==> config.mk <==
export PLATFORM = sky130hd
export DESIGN_NAME = mac_sequencer
export DESIGN_NICKNAME = d
export VERILOG_FILES = /design/src/rtl/mac_sequencer.sv
export SDC_FILE = /design/constraint.sdc
export NUM_CORES = 1
export LEC_CHECK = 0
export CAP_MARGIN = 0
export CORE_MARGIN = 2
export CORE_UTILIZATION = 45
export CTS_CLUSTER_SIZE = 28
export DETAILED_ROUTE_END_ITERATION = 10
export GPL_TIMING_DRIVEN = 1
export PLACE_DENSITY_LB_ADDON = 0.1
export SLEW_MARGIN = 20
export SYNTH_ARGS = -nofsm -noshare
export SYNTH_HDL_FRONTEND = slang
export SYNTH_SLANG_ARGS = --single-unit
export TNS_END_PERCENT = 1
==> constraint.sdc <==
create_clock -name clk -period 5.3 [get_ports clk]
set_input_delay 1.06 -clock clk [delete_from_list [all_inputs] [get_ports clk]]
set_output_delay 1.06 -clock clk [all_outputs]
set_load 0.01 [all_outputs]
==> src/rtl/mac_sequencer.sv <==
// Dot-product sequencer: streams VEC_LEN operand pairs from an operand memory into an
// external accumulating MAC element, then captures the element's sum behind a valid/ready handshake.
module mac_sequencer #(
  parameter int DATA_WIDTH   = 16,
  parameter int VEC_LEN      = 784,
  parameter int ADDR_WIDTH   = 10,
  parameter int MULT_LATENCY = 1
) (
  input  logic                  clk,
  input  logic                  reset,
  input  logic                  start,
  output logic                  busy,
  output logic                  rd_en,
  output logic [ADDR_WIDTH-1:0] rd_addr,
  input  logic [DATA_WIDTH-1:0] rd_a,
  input  logic [DATA_WIDTH-1:0] rd_b,
  output logic                  mac_clear,
  output logic [DATA_WIDTH-1:0] mac_a,
  output logic [DATA_WIDTH-1:0] mac_b,
  input  logic [DATA_WIDTH-1:0] mac_out,
  output logic                  res_valid,
  input  logic                  res_ready,
  output logic [DATA_WIDTH-1:0] res_data
);

  // The last pair needs: memory read (1) + operand register (1) + multiplier
  // (MULT_LATENCY) + accumulate (1) before mac_out holds the complete sum.
  localparam int DRAIN_CYCLES = MULT_LATENCY + 3;
  localparam int CNT_WIDTH    = $clog2(DRAIN_CYCLES + 1);

  localparam logic [ADDR_WIDTH-1:0] LAST_ADDR  = ADDR_WIDTH'(VEC_LEN - 1);
  localparam logic [CNT_WIDTH-1:0]  LAST_DRAIN = CNT_WIDTH'(DRAIN_CYCLES - 1);

  typedef enum logic [1:0] {
    ST_IDLE,
    ST_FEED,
    ST_DRAIN,
    ST_HOLD
  } state_t;

  state_t                r_state;
  logic [ADDR_WIDTH-1:0] r_rd_addr;
  logic [CNT_WIDTH-1:0]  r_drain_cnt;
  logic                  r_rd_en_d;
  logic [DATA_WIDTH-1:0] r_mac_a;
  logic [DATA_WIDTH-1:0] r_mac_b;
  logic                  r_res_valid;
  logic [DATA_WIDTH-1:0] r_res_data;

  assign busy      = (r_state != ST_IDLE);
  assign rd_en     = (r_state == ST_FEED);
  assign mac_clear = (r_state == ST_IDLE);
  assign rd_addr   = r_rd_addr;
  assign mac_a     = r_mac_a;
  assign mac_b     = r_mac_b;
  assign res_valid = r_res_valid;
  assign res_data  = r_res_data;

  // The element accumulates every cycle, so operands are forced to zero
  // except in the cycle where the read data for a strobed address is valid.
  always_ff @(posedge clk or negedge reset) begin
    if (!reset) begin
      r_rd_en_d <= 1'b0;
      r_mac_a   <= '0;
      r_mac_b   <= '0;
    end else begin
      // NOTE: sequential state uses non-blocking assignments so every register
      // samples the pre-edge values, independent of statement order.
      r_rd_en_d <= rd_en;
      r_mac_a   <= r_rd_en_d ? rd_a : '0;
      r_mac_b   <= r_rd_en_d ? rd_b : '0;
    end
  end

  always_ff @(posedge clk or negedge reset) begin
    if (!reset) begin
      r_state     <= ST_IDLE;
      r_rd_addr   <= '0;
      r_drain_cnt <= '0;
      r_res_valid <= 1'b0;
      r_res_data  <= '0;
    end else begin
      case (r_state)
        ST_IDLE: begin
          if (start) begin
            r_state   <= ST_FEED;
            r_rd_addr <= '0;
          end
        end
        ST_FEED: begin
          if (r_rd_addr == LAST_ADDR) begin
            r_state     <= ST_DRAIN;
            r_rd_addr   <= '0;
            r_drain_cnt <= '0;
          end else begin
            r_rd_addr <= r_rd_addr + 1'b1;
          end
        end
        ST_DRAIN: begin
          if (r_drain_cnt == LAST_DRAIN) begin
            r_state     <= ST_HOLD;
            r_drain_cnt <= '0;
            r_res_data  <= mac_out;
            r_res_valid <= 1'b1;
          end else begin
            r_drain_cnt <= r_drain_cnt + 1'b1;
          end
        end
        ST_HOLD: begin
          if (res_ready) begin
            r_state     <= ST_IDLE;
            r_res_valid <= 1'b0;
          end
        end
        default: r_state <= ST_IDLE;
      endcase
    end
  end

endmodule

# Yosys cells after proc, flatten, opt, wreduce, memory -nomap -nowiden
# Cells that the tools add are included.
[totals]
reg_bits = 65
elab_cells = 45
output_inout_bits = 62
in_bits = 52
[classes]
n_addsub = 2
n_reduce_logical = 10
n_mux = 16
eq_ne = 9
[ops]
columns = ["op", "n"]
rows = [
  ["$mux W16", 2],
  ["$mux W10", 2],
  ["$pmux W10 S2", 1],
  ["$add A10 B1 Y10 const B", 1],
  ["$eq A10 B10 Y1 const B", 1],
  ["$mux W2", 4],
  ["$pmux W2 S4", 1],
  ["$reduce_bool A2 Y1", 4],
  ["$mux W3", 2],
  ["$ne A2 B2 Y1 const B", 3],
  ["$pmux W3 S2", 1],
  ["$reduce_and A2 Y1", 3],
  ["$eq A2 B2 Y1 const B", 2],
  ["$reduce_and A4 Y1", 1],
  ["$add A3 B1 Y3 const B", 1],
  ["$eq A3 B2 Y1 const B", 1],
  ["$reduce_and A3 Y1", 1],
  ["$eq A2 B1 Y1 const B", 1],
  ["$logic_not A2 Y1", 1],
  ["$mux W1", 2],
  ["$ne A2 B1 Y1 const B", 1],
  ["$pmux W1 S2", 1],
]

# Longest topological paths before layout
# Gate-level depths: netlist of run 1.
[depth]
word_depth = 3
mapped_depth = 6

# Worst setup path before layout of run 1
# Ideal clock, no wire load.
[synth_timing]
path_kind = "input to register"
from = "input start"
to = "register r_rd_addr[9] (netlist: rd_addr[9])"
path_stages = 4
path_buffers = 0
arrival_time_ns = 2.185
setup_slack_ns = 3.035
setup_ns = 0.080
path_cell_list = "mux2i_1 -> or2_2 -> or4_1 -> a21oi_1"
[synth_via]
elab_chain_len = 2
[synth_rtl]
columns = ["element", "line", "text"]
rows = [
  ["start: declaration", "11", "input logic start,"],
  ["$ne A2 B2 Y1 (no line)", "n/a", ""],
  ["$reduce_and A2 Y1 (no line)", "n/a", ""],
  ["end signal: assignment", "96", "r_rd_addr <= r_rd_addr + 1'b1;"],
  ["end: declaration", "42", "logic [ADDR_WIDTH-1:0] r_rd_addr;"],
]
# No other way between the ends.
# A chain may end at the register's enable or synchronous reset.

# Final worst setup path of run 1
[layout_timing]
from = "register r_state[1]"
to = "output rd_en"
[layout_via]
elab_chain_len = 1
[layout_rtl]
columns = ["element", "line", "text"]
rows = [
  ["start: declaration", "41", "state_t r_state;"],
  ["start signal: assignment", "77", "r_state <= ST_IDLE;"],
  ["start signal: assignment", "86", "r_state <= ST_FEED;"],
  ["start signal: assignment", "92", "r_state <= ST_DRAIN;"],
  ["$eq A2 B1 Y1", "51", "assign rd_en = (r_state == ST_FEED);"],
  ["end: declaration", "13", "output logic rd_en,"],
]
# No other way between the ends.

==> flow_summary.json, run 1 <==
{
  "ys_ff_latch": 65,
  "wire_per_inst_microns": 14.0,
  "fin_crit_ns": 2.90,
  "numCtsBuffers": 9,
  "drc": 0,
  "critPathLaunchType": "flip-flop",
  "fill_cells": 395,
  "cts_sinks": 65,
  "setup_violations": 0,
  "regArea_sq_mm": 0.00163,
  "combPwrFrac": 0.113,
  "vias": 1843,
  "ys.flop_type": "dfrtp_1",
  "power_switching_uw": 206,
  "diodes": 0,
  "post-cts-setup-buffer-count": 0,
  "syn_avg_cell_area_sq_um": 13.0,
  "die_x_microns": 79.2,
  "p_seq_frac": 0.537,
  "timing.final.hold_violations": 0,
  "synth_enable_flop_cells": 0,
  "max-slew-margin-rel": 0.484,
  "grt_pass1_vias": 1939,
  "status": "complete, no violations",
  "cap_violations": 0,
  "core_sq_mm": 0.00547,
  "use_met3": 0.0898,
  "nets": 374,
  "power_leakage_nw": 1.64,
  "clkPwrFrac": 0.350,
  "port_buffers": 113,
  "crit_type": "reg -> out",
  "grt_util_met1": 0.223,
  "grt-ovfl-total": 0,
  "ys_types": 33,
  "ant_nets": 0,
  "clk_latency_ns": 0.32,
  "drt_wl_total_mm": 5.46,
  "cts_root_buffer": "clkbuf_8",
  "drive_gt1_frac": 0.101,
  "fp-row-count": 27,
  "async_flop_share": 1.00,
  "max_stage_delay_ns": 0.61,
  "p_int_uw": 763,
  "gp_congestion": 0.790,
  "grt_busiest_layer": "met2",
  "syn_nets": 254,
  "multiInputGateArea_sq_um": 865,
  "drt_iter0_drc": 92,
  "antenna_found_initial": 0,
  "grt_max_degree": 66,
  "hold_path.class": "reg -> reg",
  "hpwl_mm": 3.85,
  "r2r_slack_ns": 2.93,
  "timing.critical_path.fanout_max": 9,
  "use_met2": 0.310,
  "cts_hold_buf": 0,
  "htree_levels": 3,
  "cts_tree": "built",
  "path_delay_family": "buffers and inverters",
  "worstMarginPinSlew_ns": 0.752,
  "slowest_stage": "clkdlybuf4s50_1",
  "critPathArrivalTime_ns": 1.84,
  "finClkSkew_ns": 0.00578,
  "viasPerCell": 4.74,
  "cp_num_buf_inv": 2,
  "yosysWarningCount": 0,
  "cp.required_ns": 4.24,
  "max_freq_mhz": 345,
  "grt_use_total": 0.191,
  "netlist_instances": 195,
  "end_kind": "output port",
  "period_share": 0.547,
  "fin_setup_tns_ns": 0,
  "power-per-cell-area_mw_per_mm2": 249,
  "ir_drop_mv": 0.188,
  "path_cells": "inv_1 > ha_1 > clkdlybuf4s50_1",
  "rsz0062_at_grt": "no",
  "synth_area_sq_mm": 0.00254,
  "clock_path_buffers": 2,
  "syn_to_final_growth_pct": 53.0,
  "post_cts_resized": 0,
  "start_util": 0.465,
  "whs_ns": 0.504,
  "grt_pass1_wl_mm": 9.03,
  "firstDrtPassIters": 4,
  "seq_area_frac_synth": 0.639,
  "switching_share": 0.212,
  "dieArea_sq_mm": 0.00627,
  "clk_pin_slew_ns": 0.06,
  "io-pin-count": 114,
  "final_max_slew_viol_count": 0,
  "die_h_microns": 79.2
}
[final timing paths]
check,startpoint,to,cells past startpoint
max reg2reg,r_state[1],rd_addr[9],6
max,r_state[1],rd_en,3
min in group asynchronous,reset,mac_b[8],2
max in group asynchronous,reset,mac_b[12],2
min reg2reg,res_data[4],res_data[4],1
min,res_data[4],res_data[4],1
[registers in the layout, summed over array words and instances (netlist names)]
register	cells
res_valid	1
rd_addr	10
r_rd_en_d	1
r_drain_cnt	3
mac_a	16
res_data	16
mac_b	16
r_state	2
[final cells by class]
| type | count | area share |
|---|---|---|
| Timing Repair Buffer | 114 | 0.291 |
| Clock buffer | 12 | 0.0373 |
| Clock inverter | 1 | 0.00129 |
| Multi-Input combinational cell | 118 | 0.222 |
| Sequential cell | 65 | 0.418 |
| Tap cell | 72 | 0.0232 |
| Inverter | 7 | 0.00675 |
[power by group through the flow]
stage | clock, mW | combinational (mW) | sequential (mW)
finish | 0.339 | 0.110 | 0.521
global route | 0.374 | 0.119 | 0.522
CTS | 0.352 | 0.112 | 0.521
detailed placement | 0 | 0.111 | 0.530
global placement | 0 | 0.111 | 0.529
floorplan | 0 | 0.0141 | 0.540
[per-stage QoR]
step | setup slack [ns] | std cells | util | area, sq um | total power, mW
after CTS | 2.38 | 389 | 0.711 | 3890 | 0.984
after detailed placement | 2.41 | 376 | 0.684 | 3740 | 0.641
after global routing | 2.31 | 389 | 0.711 | 3890 | 1.02
final | 2.40 | 389 | 0.711 | 3890 | 0.969
after floorplan | 3.04 | 195 | - | 2540 | 0.554
after global placement | 2.45 | 376 | 0.684 | 3740 | 0.640
[cell families (layout without fill, tap and decap cells)]
group	Yosys count	after routing	share of synthesized area
xor+xnor	7	7	0.0241
buf+inv	12	134	0.0207
flops	65	65	0.639
mux	22	22	0.0964
compound gates	14	14	0.0364
fa+ha+maj	7	7	0.0344
simple gates	68	68	0.149
[metal layers]
metal / wire, microns / up-vias / share of wire
met5: 0 / - / 0
met4: 55 / 0 / 0.010
met3: 496 / 6 / 0.091
met2: 2690 / 68 / 0.49
met1: 2220 / 881 / 0.41
li1: - / 888 / -
[placed cells by master (no fill, tap or decap), types with 2 or more instances in the layout]
| master | Yosys | routed |
|---|---|---|
| ha_1 | 7 | 7 |
| clkdlybuf4s50_1 | 0 | 112 |
| and2_1 | 32 | 32 |
| o21ai_0 | 2 | 2 |
| nand2_1 | 8 | 8 |
| nor2_1 | 10 | 10 |
| inv_1 | 7 | 7 |
| nand3_1 | 4 | 4 |
| xnor2_1 | 7 | 7 |
| a21oi_1 | 4 | 4 |
| clkbuf_8 | 0 | 10 |
| nor3_1 | 5 | 5 |
| mux2i_1 | 5 | 5 |
| dfrtp_1 | 65 | 65 |
| mux2_2 | 16 | 16 |
| clkbuf_1 | 4 | 2 |
[cells in the mapped netlist (all sizes together), types with 2 or more instances]
cell type  count  area, sq um
a21oi          4         20.0
and2          32          200
clkbuf         4         15.0
dfrtp         65         1630
ha             7         87.6
inv            7         26.3
mux2          17          195
mux2i          5         50.1
nand2          8         30.0
nand3          4         20.0
nor2          10         37.5
nor3           5         25.0
o21ai          2         10.0
or3            2         17.5
xnor2          7         61.3
No activity file was read; power rests on OpenSTA's default activity.
==> run 2: changes to the inputs <==
Settings changed: CORE_UTILIZATION 45 to 37.
Clock period 5.3 ns to 2.65 ns, I/O delays scaled along.
==> flow_summary.json, run 2 (same netlist as run 1, synthesis figures left out) <==
{
  "status": "complete, no violations",
  "p_int_mw": 1.83,
  "grt_max_degree": 37,
  "finClkSkew_ns": 0.00730,
  "port_buffers": 113,
  "timing.critical_path.fanout_max": 9,
  "period_share": 0.886,
  "hpwl_mm": 4.12,
  "core_sq_mm": 0.00672,
  "start_util": 0.379,
  "p_seq_frac": 0.457,
  "cp.required_ns": 2.12,
  "cts_root_buffer": "clkbuf_8",
  "cp_num_buf_inv": 2,
  "clk_latency_ns": 0.33,
  "power-per-cell-area_mw_per_mm2": 565,
  "clkPwrFrac": 0.445,
  "max_stage_delay_ns": 0.60,
  "vias": 1885,
  "drive_gt1_frac": 0.121,
  "path_delay_family": "buffers and inverters",
  "timing.final.hold_violations": 0,
  "final_common_cell": "clkdlybuf4s50_1",
  "nets": 377,
  "cts_tree": "built",
  "wire_per_inst_microns": 14.0,
  "grt_use_total": 0.157,
  "grt_pass1_vias": 1837,
  "die_x_microns": 86.9,
  "utilization": 0.600,
  "fp-row-count": 30,
  "worst_slack_ns": 0.301,
  "fin_setup_tns_ns": 0,
  "grt-ovfl-total": 0,
  "setup_violations": 0,
  "final_area_sq_mm": 0.00403,
  "path_cells": "inv_1 > ha_1 > clkdlybuf4s50_1",
  "syn_to_final_growth_pct": 58.4,
  "power_leakage_nw": 1.70,
  "ant_nets": 0,
  "fin_crit_ns": 2.35,
  "critical_path.startpoint": "r_state[1]",
  "io-pin-count": 114,
  "viasPerCell": 4.68,
  "r2r_start": "r_state[1]",
  "numCtsBuffers": 9,
  "pre_cts_ws_ns": 0.493,
  "mostFrequentLayoutCells": "112 x clkdlybuf4s50_1, 65 x dfrtp_1, 32 x and2_1",
  "hold_path.class": "in -> async",
  "drt_wl_total_mm": 5.64,
  "crit_type": "reg -> out",
  "firstDrtPassIters": 4,
  "cts_sinks": 65,
  "post-cts-setup-buffer-count": 0,
  "post_cts_resized": 0,
  "totalPowerFinal_mw": 2.28,
  "slowest_stage": "clkdlybuf4s50_1",
  "htree_levels": 3,
  "rsz0062_at_grt": "no",
  "die_h_microns": 86.9,
  "critPathArrivalTime_ns": 1.82,
  "dieArea_sq_mm": 0.00755,
  "max_freq_mhz": 426,
  "end_kind": "output port",
  "drt_iter0_drc": 89,
  "cap_violations": 0,
  "gp_congestion": 0.758,
  "worstMarginPinSlew_ns": 0.730,
  "final_max_slew_viol_count": 0,
  "drc": 0,
  "cts_hold_buf": 0,
  "place_area_sq_mm": 0.00379,
  "antenna_found_initial": 0,
  "fill_cells": 561,
  "critPathLaunchType": "flip-flop",
  "grt_pass1_wl_mm": 9.05,
  "ir_drop_mv": 0.346,
  "switching_share": 0.197,
  "combPwrFrac": 0.098,
  "power_switching_uw": 448,
  "diodes": 0,
  "clk_pin_slew_ns": 0.07,
  "max-slew-margin-rel": 0.513,
  "clock_path_buffers": 2
}
run 2: stage by stage:
step	std cells	hold slack, ns
after global routing	403	0.282
after detailed placement	387	0.493
final	403	0.237
after global placement	387	0.486
after floorplan	195	0.234
after CTS	403	0.268
run 2: power groups by stage:
stage	Sequential, mW	Combinational [mW]	Clock, mW
2_1_floorplan	1.08	0.0281	0
3_3_place_gp	1.06	0.226	0
3_5_place_dp	1.06	0.227	0
4_1_cts	1.04	0.228	1.05
5_1_grt	1.04	0.240	1.10
6_report	1.04	0.222	1.01
run 2: cell type report:
class / instances / area, sq um / area share
Clock inverter: 5 / 103 / 0.0255
Inverter: 7 / 26.3 / 0.00652
Timing Repair Buffer: 117 / 1170 / 0.290
Clock buffer: 11 / 141 / 0.0351
Sequential cell: 65 / 1630 / 0.404
Multi-Input combinational cell: 118 / 865 / 0.215
Tap cell: 80 / 100 / 0.0248
run 2: path summary, 6_finish.rpt:
path	slack, ns	cells after the start	endpoint
max	0.30	3	rd_en
min	0.24	1	rd_addr[2]
max reg2reg	0.58	6	rd_addr[9]
min reg2reg	0.50	1	res_data[3]
max in group asynchronous	1.79	2	mac_a[15]
min in group clk	0.50	1	res_data[3]
run 2: per-layer routing:
metal	GRT usage	share of wire
met3	0.0607	0.083
met2	0.220	0.46
met1	0.212	0.43
met4	0.0781	0.022
met5	0	0
